### src/rtl/alu_sequencer.sv
// Issue/writeback stage around a combinational 16-bit ALU: decodes opcodes to a one-hot
// opFlag, holds operands for SETTLE cycles, captures result/flags and presents a writeback beat.
module alu_sequencer #(
  parameter int SETTLE = 1,
  parameter int DST_W  = 3
) (
  input  logic             clk,
  input  logic             rst,
  input  logic             in_valid,
  output logic             in_ready,
  input  logic [3:0]       opcode,
  input  logic [15:0]      src_a,
  input  logic [15:0]      src_b,
  input  logic [DST_W-1:0] dst,
  output logic [15:0]      alu_a,
  output logic [15:0]      alu_b,
  output logic [8:0]       alu_op,
  input  logic [15:0]      alu_result,
  input  logic [5:0]       alu_flags,
  output logic             wb_valid,
  input  logic             wb_ready,
  output logic [15:0]      wb_data,
  output logic [DST_W-1:0] wb_dst,
  output logic             wb_we,
  output logic [5:0]       flags_q,
  output logic             illegal
);

  typedef enum logic [1:0] {
    S_IDLE,
    S_EXEC,
    S_WB
  } state_e;

  localparam logic [2:0] CNT_INIT = 3'(SETTLE - 1);
  localparam int         OP_SUB   = 4;
  localparam int         OP_CMP   = 8;

  state_e           state_q, state_d;
  logic [2:0]       cnt_q, cnt_d;
  logic [15:0]      alu_a_q, alu_a_d;
  logic [15:0]      alu_b_q, alu_b_d;
  logic [8:0]       alu_op_q, alu_op_d;
  logic [15:0]      wb_data_q, wb_data_d;
  logic [DST_W-1:0] wb_dst_q, wb_dst_d;
  logic             wb_we_q, wb_we_d;
  logic [5:0]       flags_d;
  logic [5:0]       flags_r;
  logic             illegal_q, illegal_d;
  // Forces one idle beat when an illegal request is taken straight out of WB.
  logic             gap_q, gap_d;

  logic             accept;
  logic             op_legal;
  logic [8:0]       op_onehot;
  logic             unused_flag5;

  assign unused_flag5 = alu_flags[5];

  assign op_legal  = (opcode <= 4'd8);
  assign op_onehot = 9'd1 << opcode;

  always_comb begin
    // NOTE: every signal written here gets a default first, so no path can infer a latch.
    state_d   = state_q;
    cnt_d     = cnt_q;
    alu_a_d   = alu_a_q;
    alu_b_d   = alu_b_q;
    alu_op_d  = alu_op_q;
    wb_data_d = wb_data_q;
    wb_dst_d  = wb_dst_q;
    wb_we_d   = wb_we_q;
    flags_d   = flags_r;
    illegal_d = 1'b0;
    gap_d     = 1'b0;
    in_ready  = 1'b0;
    wb_valid  = 1'b0;

    unique case (state_q)
      S_IDLE: begin
        in_ready = 1'b1;
      end
      S_EXEC: begin
        if (cnt_q == 3'd0) begin
          wb_data_d = alu_result;
          wb_we_d   = ~alu_op_q[OP_CMP];
          if (alu_op_q[OP_CMP]) begin
            flags_d[1:0] = alu_flags[1:0];
          end else if (alu_op_q[OP_SUB]) begin
            flags_d[4:2] = alu_flags[4:2];
          end else begin
            flags_d[4] = alu_flags[4];
            flags_d[2] = alu_flags[2];
          end
          state_d = S_WB;
        end else begin
          cnt_d = cnt_q - 3'd1;
        end
      end
      S_WB: begin
        wb_valid = ~gap_q;
        in_ready = wb_ready & ~gap_q;
        if (!gap_q && wb_ready && !in_valid) begin
          state_d = S_IDLE;
        end
      end
      default: begin
        state_d = S_IDLE;
      end
    endcase

    accept = in_valid & in_ready;
    if (accept) begin
      wb_dst_d = dst;
      if (op_legal) begin
        alu_a_d  = src_a;
        alu_b_d  = src_b;
        alu_op_d = op_onehot;
        cnt_d    = CNT_INIT;
        state_d  = S_EXEC;
      end else begin
        illegal_d = 1'b1;
        wb_data_d = 16'h0000;
        wb_we_d   = 1'b0;
        gap_d     = (state_q == S_WB);
        state_d   = S_WB;
      end
    end

    flags_d[5] = 1'b0;
  end

  always_ff @(posedge clk) begin
    // NOTE: state registers use non-blocking assignment so every flop samples pre-edge values.
    if (rst) begin
      state_q   <= S_IDLE;
      cnt_q     <= 3'd0;
      alu_a_q   <= 16'h0000;
      alu_b_q   <= 16'h0000;
      alu_op_q  <= 9'b000000001;
      wb_data_q <= 16'h0000;
      wb_dst_q  <= '0;
      wb_we_q   <= 1'b0;
      flags_r   <= 6'b000000;
      illegal_q <= 1'b0;
      gap_q     <= 1'b0;
    end else begin
      state_q   <= state_d;
      cnt_q     <= cnt_d;
      alu_a_q   <= alu_a_d;
      alu_b_q   <= alu_b_d;
      alu_op_q  <= alu_op_d;
      wb_data_q <= wb_data_d;
      wb_dst_q  <= wb_dst_d;
      wb_we_q   <= wb_we_d;
      flags_r   <= flags_d;
      illegal_q <= illegal_d;
      gap_q     <= gap_d;
    end
  end

  assign alu_a   = alu_a_q;
  assign alu_b   = alu_b_q;
  assign alu_op  = alu_op_q;
  assign wb_data = wb_data_q;
  assign wb_dst  = wb_dst_q;
  assign wb_we   = wb_we_q;
  assign flags_q = flags_r;
  assign illegal = illegal_q;

endmodule

### config.mk
export PLATFORM = sky130hd
export DESIGN_NAME = alu_sequencer
export DESIGN_NICKNAME = d
export VERILOG_FILES = /design/src/rtl/alu_sequencer.sv
export SDC_FILE = /design/constraint.sdc
export NUM_CORES = 1
export LEC_CHECK = 0
export ABC_AREA = 1
export ABC_CLOCK_PERIOD_IN_PS = 1800
export CORE_MARGIN = 8
export CORE_UTILIZATION = 42
export DETAILED_ROUTE_END_ITERATION = 12
export GPL_TIMING_DRIVEN = 0
export PLACE_DENSITY = 0.81
export SYNTH_ARGS = -nofsm -noshare
export SYNTH_HDL_FRONTEND = slang
export SYNTH_SLANG_ARGS = --single-unit
### constraint.sdc
create_clock -name clk -period 1.8 [get_ports clk]
set_input_delay 0.36 -clock clk [delete_from_list [all_inputs] [get_ports clk]]
set_output_delay 0.36 -clock clk [all_outputs]
set_load 0.05 [all_outputs]
Word level (Yosys, flattened, before mapping)
Index checks and enable logic that the tools add are counted.
{"block": "op_classes", "eq_ne": 5, "n_mux": 20, "n_lt_le_gt_ge": 1, "shift": 1, "bitwise": 5, "n_reduce_logical": 13, "add_sub_neg": 1}
{"op": "$mux 16", "count": 4}
{"op": "$mux 3", "count": 4}
{"op": "$reduce_and 3->1", "count": 3}
{"op": "$shl 1x4->9 const A", "count": 1}
{"op": "$mux 2", "count": 4}
{"op": "$mux 1", "count": 6}
{"op": "$ne 3x3->1 const B", "count": 2}
{"op": "$pmux 2 s3", "count": 1}
{"op": "$le 4x4->1 const B", "count": 1}
{"op": "$reduce_and 4->1", "count": 1}
{"op": "$logic_not 3->1", "count": 1}
{"op": "$not 1->1", "count": 3}
{"op": "$reduce_or 3->1", "count": 1}
{"op": "$sub 3x1->3 const B", "count": 1}
{"op": "$and 1x1->1", "count": 2}
{"op": "$eq 2x1->1 const B", "count": 1}
{"op": "$eq 2x2->1 const B", "count": 1}
{"op": "$logic_and 1x1->1", "count": 2}
{"op": "$logic_not 1->1", "count": 2}
{"op": "$logic_not 2->1", "count": 1}
{"op": "$ne 2x2->1 const B", "count": 1}
{"op": "$pmux 1 s2", "count": 1}
{"op": "$reduce_and 2->1", "count": 1}
{"op": "$reduce_or 2->1", "count": 1}
{"block": "word_totals", "in_bits": 65, "elab_cells": 60, "reg_bits": 74, "output_inout_bits": 70}

Logic depth before layout (Yosys ltp)
Gate-level depths: netlist of run 1.
{"block": "logic_depth", "ltp_word": 6, "depth_mapped": 9}

Least setup slack after synthesis of run 1
Ideal clock, no wire load.
{"block": "synth_path", "path_kind": "flip-flop to output port", "start": "register state_q[1]", "end": "output port wb_valid", "setup_slack_ns": 0.284, "arrival_ns": 1.156, "stages_incl_launch_ff": 5, "t_required_ns": 1.440, "cell_sequence": "dfxtp_1 -> inv_1 -> nor2_1 -> inv_1 -> nor2_1"}
{"block": "synth_between", "elab_chain_cells": 2}
{"item": "start: declaration", "line": "39", "rtl": "state_e state_q, state_d;"}
{"item": "start signal: assignment", "line": "148", "rtl": "state_q <= state_d;"}
{"item": "$eq 2x2->1", "line": "79", "rtl": "unique case (state_q)"}
{"item": "$mux 1", "line": "79"}
{"item": "end: declaration", "line": "20", "rtl": "output logic wb_valid,"}
Every way passes these cells.

Final worst setup path of run 1
{"block": "layout_path", "start": "input port wb_ready", "end": "output port in_ready"}
{"block": "layout_between", "elab_chain_cells": 2}
{"item": "start: declaration", "line": "21", "rtl": "input logic wb_ready,"}
{"item": "$and 1x1->1", "line": "102", "rtl": "in_ready = wb_ready & ~gap_q;"}
{"item": "$pmux 1 s2", "line": "79"}
{"item": "end: declaration", "line": "10", "rtl": "output logic in_ready,"}
Every way passes these cells.

==> impl_metrics.tcl, run 1 <==
set metrics [dict create \
    outcome "finished, final reports clean" \
    synth_adder_area_share 0.00786 \
    gp_congestion 0.796 \
    wl_met1_um 4100 \
    route.detailed.drc 0 \
    grt_pass1_wl_um 15600 \
    yosys.area_share.simple 0.368 \
    fmax_mhz 569 \
    powerDensity_nw_per_um2 909 \
    hp-start "wb_dst[1]$_SDFFE_PP0N_" \
    swShare 0.334 \
    worstHoldEndpoint "wb_dst[1]$_SDFFE_PP0N_" \
    die_y_um 103 \
    met3_length_um 892 \
    maxSlewHeadroom 0.631 \
    gr-total-overflow 0 \
    synth_top_family_by_area "simple AND/OR/NAND/NOR gates" \
    finalCritPeriodShare 0.977 \
    internal_power_mw 2.90 \
    crit_required_ns 1.44 \
    finalSetupViolCount 0 \
    h-tree-depth 3 \
    highest_layer "met4" \
    clk_latency_ns 0.35 \
    syn_area_um2 3180 \
    drtPass1Iterations 4 \
    p_sw_mw 1.45 \
    path_clk_slew_ns 0.07 \
    fin_nets 663 \
    yosysWarnings 0 \
    synth_cells 450 \
    reg2reg_from "cnt_q[0]$_SDFF_PP0_" \
    synth_nets 517 \
    grt_max_degree 13 \
    power_mw 4.35 \
    clock_path_buffers 2 \
    grt_use_total 0.185 \
    rsz0062_at_grt "false" \
    layout_min_cycle_time_ns 1.76 \
    cts-root-buf "clkbuf_8" \
    start_util 0.437 \
    stdcell_area_um2 4790 \
    numCtsBuffers 9 \
    ant_nets 0 \
    die_x_um 103 \
    path_class "in -> out" \
    ys_async_sr_fraction 0 \
    io_buffers 131 \
    end_kind "output pin" \
    cap_violations 0 \
    drt_iter0_drc 128 \
    antenna_found_initial 0 \
    rows 31 \
    cts.sinks 73 \
    whs_path_depth 2 \
    worst_pin_slew_ns 0.555 \
    core_um2 7290 \
    ir_drop_mv 0.483 \
    synth_mux_area_frac 0 \
    synth-compound-area-share 0.0472 \
    met2_length_um 4390 \
    cts_tree "yes" \
    fin_util 0.657 \
    die-area_um2 10600 \
    whs_ns 0.460 \
    vias 3302 \
    startpoint_type "input pin" \
    timing.rr.end "wb_data[10]$_SDFF_PP0_" \
    hold_viol 0 \
    crit_path_max_fanout 10 \
    hold_class "reg -> reg" \
    viasPerCell 4.72 \
    ys.flop_type "dfxtp_1" \
    maxSlewViolCount 0 \
    r2r_cells 8 \
    syn_area_per_cell_um2 7.07 \
    synth-seq-cells 73 \
    critical_path_arrival_ns 1.40 \
    ys_types 28 \
    place_area_um2 4620 \
    power_frac_seq 0.409 \
    area_growth_pct 50.5 \
    grt_pass1_vias 3340 \
    antenna_cells 0 \
    p_clk_frac 0.317 \
    synth_edf_count 0 \
    pin_count 135 \
    p_leak_nw 2.48 \
    wl_per_cell_um 13.7 \
    hpwl_um 7500 \
    setup_tns_ns 0 \
    ys_seq_area_frac 0.459 \
    drive_above_1_share 0.103 \
    cts_hold_buf 0 \
    synth_xor_area_frac 0.00275 \
    finalClockSkew_ns 0.00615 \
    rrSetupSlack_ns 0.25 \
    finalWirelength_um 9600 \
    power_frac_comb 0.274 \
]
[flip-flops by register name, indices dropped and copies added, names as in the netlist, 2 cells and up]
signal / count
wb_dst: 3
alu_a: 16
wb_data: 16
state_q: 2
flags_q: 5
alu_op: 9
cnt_q: 3
alu_b: 16
[worst max-delay path by stage]
stage                             from  endpoint
2_1_floorplan  state_q[1]$_SDFFE_PP0P_  wb_valid
3_3_place_gp                  wb_ready  in_ready
3_5_place_dp                  wb_ready  in_ready
4_1_cts                       wb_ready  in_ready
5_1_grt                       wb_ready  in_ready
6_report                      wb_ready  in_ready
[cell type report]
cell class,instances,area [µm²]
Inverter,60,228
Buffer,25,145
Multi-Input combinational cell,292,1360
Clock inverter,3,46.3
Fill cell,686,2500
Timing Repair Buffer,135,1250
Clock buffer,13,169
Tap cell,99,124
Sequential cell,73,1460
[critical path, stage by stage]
cell,delay (ns)
clkdlybuf4s50_1,0.48
nand3_1,0.13
nand2_4,0.12
buf_6,0.15
buf_6,0.17
[per-layer routing]
| layer | up-vias | GRT usage |
|---|---|---|
| li1 | 1690 | - |
| met1 | 1489 | 0.212 |
| met2 | 106 | 0.305 |
| met3 | 17 | 0.0621 |
| met4 | 0 | 0.0845 |
| met5 | - | 0 |
[cell families (layout without fill, tap and decap cells)]
family | after synthesis | after routing
AND/OR/NAND/NOR | 258 | 258
XOR/XNOR | 1 | 1
AO/OA/AOI/OAI | 30 | 30
flip-flops | 73 | 73
adder cells (fa/ha/maj) | 2 | 2
buffers and inverters | 85 | 236
other | 1 | 1
[cell usage after synthesis, types with 2 or more instances]
master	instances	area, µm²
clkbuf_1	7	26.3
inv_1	56	210
buf_1	6	22.5
buf_2	7	35.0
clkinv_1	2	7.51
buf_6	4	45.0
nand2_1	64	240
nand4_1	35	219
dfxtp_1	73	1460
o21ai_0	24	120
or2_2	16	100
nand3_1	14	70.1
nor2_1	117	439
nand2_2	4	25.0
ha_1	2	25.0
nor3_1	2	10.0
a21oi_1	6	30.0
[power by group through the flow]
stage               registers (mW)  logic (mW)  clock network [mW]
finish                        1.78        1.19                1.38
global route                  1.79        1.30                1.47
CTS                           1.78        1.19                1.41
detailed placement            1.82        1.25                   0
global placement              1.82        1.23                   0
floorplan                     2.20       0.405                   0
[through the flow]
step,setup slack (ns),std cells
2_1_floorplan,0.284,450
3_3_place_gp,-0.816,680
3_5_place_dp,-0.828,680
4_1_cts,-0.0189,696
5_1_grt,0.0117,700
6_report,0.0414,700
[cells in the final DEF, fill, tap and decap left out, types with 3 or more instances in the layout]
cell / instances
a21oi_1: 6
buf_1: 6
buf_2: 7
buf_4: 5
buf_6: 6
clkbuf_1: 6
clkbuf_8: 12
clkdlybuf4s50_1: 62
dfxtp_1: 73
dlygate4sd2_1: 67
inv_1: 56
nand2_1: 64
nand2_2: 3
nand3_1: 14
nand4_1: 35
nor2_1: 117
o21ai_0: 24
or2_2: 16
[timing repair]
item | CTS | global route
setup buffers | 0 | 4
endpoints found under the setup margin | 69 | 21
resized for setup | 80 | 6
pin swaps | 0 | 2
No activity file was read; power rests on OpenSTA's default activity.
==> inputs of run 2 (changes only) <==
- TNS_END_PERCENT: default -> 5
==> run 2 against run 1 <==
Effect of this change:
- the run now ends with negative setup slack left
- die area did not move
- largest cell class unchanged
- utilization is 0.41 points lower
- flip-flop and latch count stayed put
==> impl_metrics.tcl, run 2 (synthesis gave the netlist of run 1 again) <==
set metrics [dict create \
    outcome "finished, violations left" \
    violations "negative setup slack" \
    numCtsBuffers 9 \
    cts_tree "yes" \
    swShare 0.333 \
    p_sw_mw 1.45 \
    whs_ns 0.460 \
    ir_drop_mv 0.480 \
    die-area_um2 10600 \
    die_x_um 103 \
    worst_pin_slew_ns 0.555 \
    finalSetupViolCount 1 \
    antenna_cells 0 \
    rows 31 \
    cts-root-buf "clkbuf_8" \
    hold_viol 0 \
    n_fill_cell 687 \
    gp_congestion 0.796 \
    io_buffers 131 \
    path_class "in -> out" \
    place_inst 680 \
    final_common_cell "nor2_1" \
    path_clk_slew_ns 0.07 \
    rrSetupSlack_ns 0.20 \
    end_kind "output pin" \
    p_leak_nw 2.46 \
    crit_path_max_fanout 10 \
    wl_per_cell_um 13.8 \
    grt_max_degree 13 \
    p_clk_frac 0.317 \
    grt_pass1_vias 3340 \
    clock_path_buffers 2 \
    cts.sinks 73 \
    drive_above_1_share 0.0972 \
    power_frac_seq 0.411 \
    finalWirelength_um 9580 \
    core_um2 7290 \
    powerDensity_nw_per_um2 911 \
    route.detailed.drc 0 \
    fin_nets 659 \
    cap_violations 0 \
    h-tree-depth 3 \
    drt_iter0_drc 112 \
    area_growth_pct 49.5 \
    viasPerCell 4.72 \
    cts_hold_buf 0 \
    hpwl_um 7500 \
    layout_setup_ws_ns -0.0120 \
    final_cell_mix "nor2_1, dfxtp_1, dlygate4sd2_1" \
    fmax_mhz 552 \
    start_util 0.437 \
    place_ws_ns -0.828 \
    ant_nets 0 \
    startpoint_type "input pin" \
    finalClockSkew_ns 0.00664 \
    hold_class "reg -> reg" \
    maxSlewHeadroom 0.631 \
    crit_required_ns 1.44 \
    maxSlewViolCount 0 \
    clk_latency_ns 0.34 \
    layout_min_cycle_time_ns 1.81 \
    gr-total-overflow 0 \
    finalCritPeriodShare 1.01 \
    pin_count 135 \
    rsz0062_at_grt "true" \
    grt_use_total 0.185 \
    internal_power_mw 2.89 \
    drtPass1Iterations 4 \
    grt_pass1_wl_um 15600 \
    vias 3285 \
    critical_path_arrival_ns 1.45 \
    antenna_found_initial 0 \
    power_frac_comb 0.273 \
    final_cells 696 \
    die_y_um 103 \
]
==> run 2: changes by cell type in the layout (fill, tap and decap cells not counted) <==
cell   change
buf_4      -4
==> run 2: area by class of cell <==
type / instances / area (µm²) / share of cell area
Tap cell: 99 / 124 / 0.0260
Inverter: 60 / 228 / 0.0478
Buffer: 25 / 145 / 0.0305
Timing Repair Buffer: 131 / 1220 / 0.257
Sequential cell: 73 / 1460 / 0.307
Clock inverter: 3 / 46.3 / 0.00973
Multi-Input combinational cell: 292 / 1360 / 0.286
Clock buffer: 13 / 169 / 0.0355
==> run 2: path summary, 6_finish.rpt <==
kind | startpoint | to | cells after the start
max | wb_ready | in_ready | 5
min | wb_dst[0]$_SDFFE_PP0N_ | wb_dst[0]$_SDFFE_PP0N_ | 2
max reg2reg | cnt_q[0]$_SDFF_PP0_ | flags_q[1]$_SDFFE_PP0P_ | 8
min reg2reg | wb_dst[0]$_SDFFE_PP0N_ | wb_dst[0]$_SDFFE_PP0N_ | 2
==> run 2: critical path, cell delays in order <==
cell             delay [ns]
clkdlybuf4s50_1        0.48
nand3_1                0.12
nand2_4                0.15
buf_6                  0.17
buf_6                  0.17
==> run 2: power by group through the flow <==
stage                     Clock, mW  Sequential, mW  Combinational, mW
after floorplan                   0            2.20              0.405
after global placement            0            1.82               1.23
after detailed placement          0            1.82               1.25
after CTS                      1.41            1.78               1.19
after global routing           1.47            1.79               1.28
final                          1.37            1.78               1.18
==> run 2: per-stage QoR <==
stage                     instance area (µm²)  TNS, ns   util  total power [mW]
final                                    4760  -0.0120  0.653              4.33
after global routing                     4760  -0.0748  0.653              4.55
after CTS                                4760  -0.0996  0.652              4.38
after detailed placement                 4620    -8.08  0.633              3.08
after global placement                   4620    -6.34  0.633              3.05
after floorplan                          3180        0      -              2.60
==> run 2: what timing repair did <==
action                                  CTS  global route
endpoints found under the setup margin   69            21
gates resized for setup                  78             8
pin swaps                                 0             0
buffers inserted                          0             0
==> run 2: layer usage <==
layer,up-vias,track usage,wire length (µm)
met1,1486,0.212,4110
li1,1684,-,-
met5,-,0,0
met2,98,0.305,4380
met3,17,0.0621,865
met4,0,0.0845,221
==> inputs of run 3 (changes only) <==
- CORE_ASPECT_RATIO: default -> 0.9
- GPL_ROUTABILITY_DRIVEN: default -> 0
==> run 3 against run 2 <==
Effect of this change:
- flip-flop and latch count did not move
- largest power group unchanged
- power shrank 5.5%
- the run now ends clean
- non-clock buffer count did not move
- combinational power is essentially flat
==> impl_metrics.tcl, run 3 (synthesis gave the netlist of run 1 again) <==
set metrics [dict create \
    numCtsBuffers 9 \
    cts_tree "yes" \
    finalSetupViolCount 0 \
    cts.sinks 73 \
    clock_path_buffers 2 \
    cts-root-buf "clkbuf_8" \
    grt_pass1_vias 3236 \
    rsz0062_at_grt "true" \
    p_leak_nw 2.42 \
    die_y_um 98.6 \
    outcome "finished, final reports clean" \
    path_class "in -> out" \
    viasPerCell 4.68 \
    path_clk_slew_ns 0.07 \
    ir_drop_mv 0.516 \
    ant_nets 0 \
    drive_above_1_share 0.0955 \
    core_um2 7430 \
    crit_path_frequent_cell "buf_6" \
    cts_hold_buf 0 \
    powerDensity_nw_per_um2 870 \
    rows 30 \
    grt_max_degree 14 \
    layout_setup_ws_ns 0.00562 \
    startpoint_type "input pin" \
    slowest_delay_ns 0.48 \
    final_cells 693 \
    crit_slowest_cell "clkdlybuf4s50_1" \
    die-area_um2 10600 \
    cap_violations 0 \
    clk_latency_ns 0.35 \
    pin_count 135 \
    finalClockSkew_ns 0.00923 \
    antenna_cells 0 \
    maxSlewHeadroom 0.633 \
    worst_pin_slew_ns 0.553 \
    place_inst 677 \
    grt_pass1_wl_um 15200 \
    die_x_um 108 \
    fin_nets 659 \
    drtPass1Iterations 4 \
    cp_cell_sequence "clkdlybuf4s50_1 -> nand3_1 -> nand2_4 -> buf_6 -> buf_6" \
    hold_viol 0 \
    area_growth_pct 48.0 \
    post_cts_buffers 0 \
    hold_class "reg -> reg" \
    finalWirelength_um 9400 \
    gr-total-overflow 0 \
    wl_per_cell_um 13.6 \
    crit_required_ns 1.44 \
    crit_path_max_fanout 10 \
    vias 3245 \
    n_fill_cell 705 \
    io_buffers 131 \
    power_mw 4.10 \
    route.detailed.drc 0 \
    grt_use_total 0.176 \
    drt_iter0_drc 87 \
    fmax_mhz 557 \
    start_util 0.428 \
    h-tree-depth 3 \
    final_cell_mix "nor2_1, dfxtp_1, dlygate4sd2_1" \
    final_common_cell "nor2_1" \
    layout_min_cycle_time_ns 1.79 \
    finalCritPeriodShare 0.997 \
    critical_path_arrival_ns 1.43 \
    antenna_found_initial 0 \
    place_ws_ns -0.798 \
    hpwl_um 7360 \
    end_kind "output pin" \
    maxSlewViolCount 0 \
]
run 3: cell types whose count changed in the layout (fill, tap and decap cells not counted):
cell        previous run  this run
clkbuf_1               6         7
clkbuf_2               2         1
clkinvlp_4             1         4
bufinv_16              1         0
clkinv_2               0         1
clkbuf_8              12         9
run 3: final timing paths:
kind                                  to  slack, ns                    from  depth (start not counted)
hold reg to reg   wb_dst[2]$_SDFFE_PP0N_       0.47  wb_dst[2]$_SDFFE_PP0N_                          2
setup reg to reg  wb_data[15]$_SDFF_PP0_       0.22     cnt_q[0]$_SDFF_PP0_                          8
setup / recovery                in_ready      0.006                wb_ready                          5
hold / removal    wb_dst[2]$_SDFFE_PP0N_       0.47  wb_dst[2]$_SDFFE_PP0N_                          2
run 3: layout make-up:
type	instances	area [µm²]	area share
multi-input cells	292	1360	0.289
flip-flops and latches	73	1460	0.310
inverters	60	228	0.0483
plain buffers	25	144	0.0305
repair buffers	131	1220	0.260
well taps	96	120	0.0255
clock buffers	10	128	0.0271
clock inverters	6	43.8	0.00930
run 3: stage by stage:
stage / utilization / hold slack, ns / area [µm²] / setup TNS (ns)
final: 0.634 / 0.467 / 4710 / 0
after global routing: 0.634 / 0.477 / 4710 / -0.0637
after CTS: 0.634 / 0.467 / 4710 / -0.0768
after detailed placement: 0.621 / 0.452 / 4610 / -8.93
after global placement: 0.621 / 0.449 / 4610 / -6.62
after floorplan: - / 0.429 / 3180 / 0
run 3: report_power, final:
part / total [mW] / switching, mW / internal (mW)
Sequential: 1.78 / 0.0526 / 1.73
Clock: 1.14 / 0.637 / 0.502
Combinational: 1.18 / 0.778 / 0.399
run 3: per-layer routing:
| layer | share of wire | track usage |
|---|---|---|
| met1 | 0.42 | 0.195 |
| met2 | 0.45 | 0.285 |
| met3 | 0.10 | 0.0828 |
| met4 | 0.023 | 0.0704 |
| met5 | 0 | 0 |
run 3: worst max-delay path, delay by kind of cell:
kind | cells | cell delay, ns
buffers and inverters | 3 | 0.80
AND/OR/NAND/NOR | 2 | 0.27
run 3: timing repair:
item / in CTS / in global routing
gates resized for setup: 78 / 6
endpoints found under the hold margin: 0 / 0
gates cloned: 0 / 0
endpoints found under the setup margin: 69 / 11
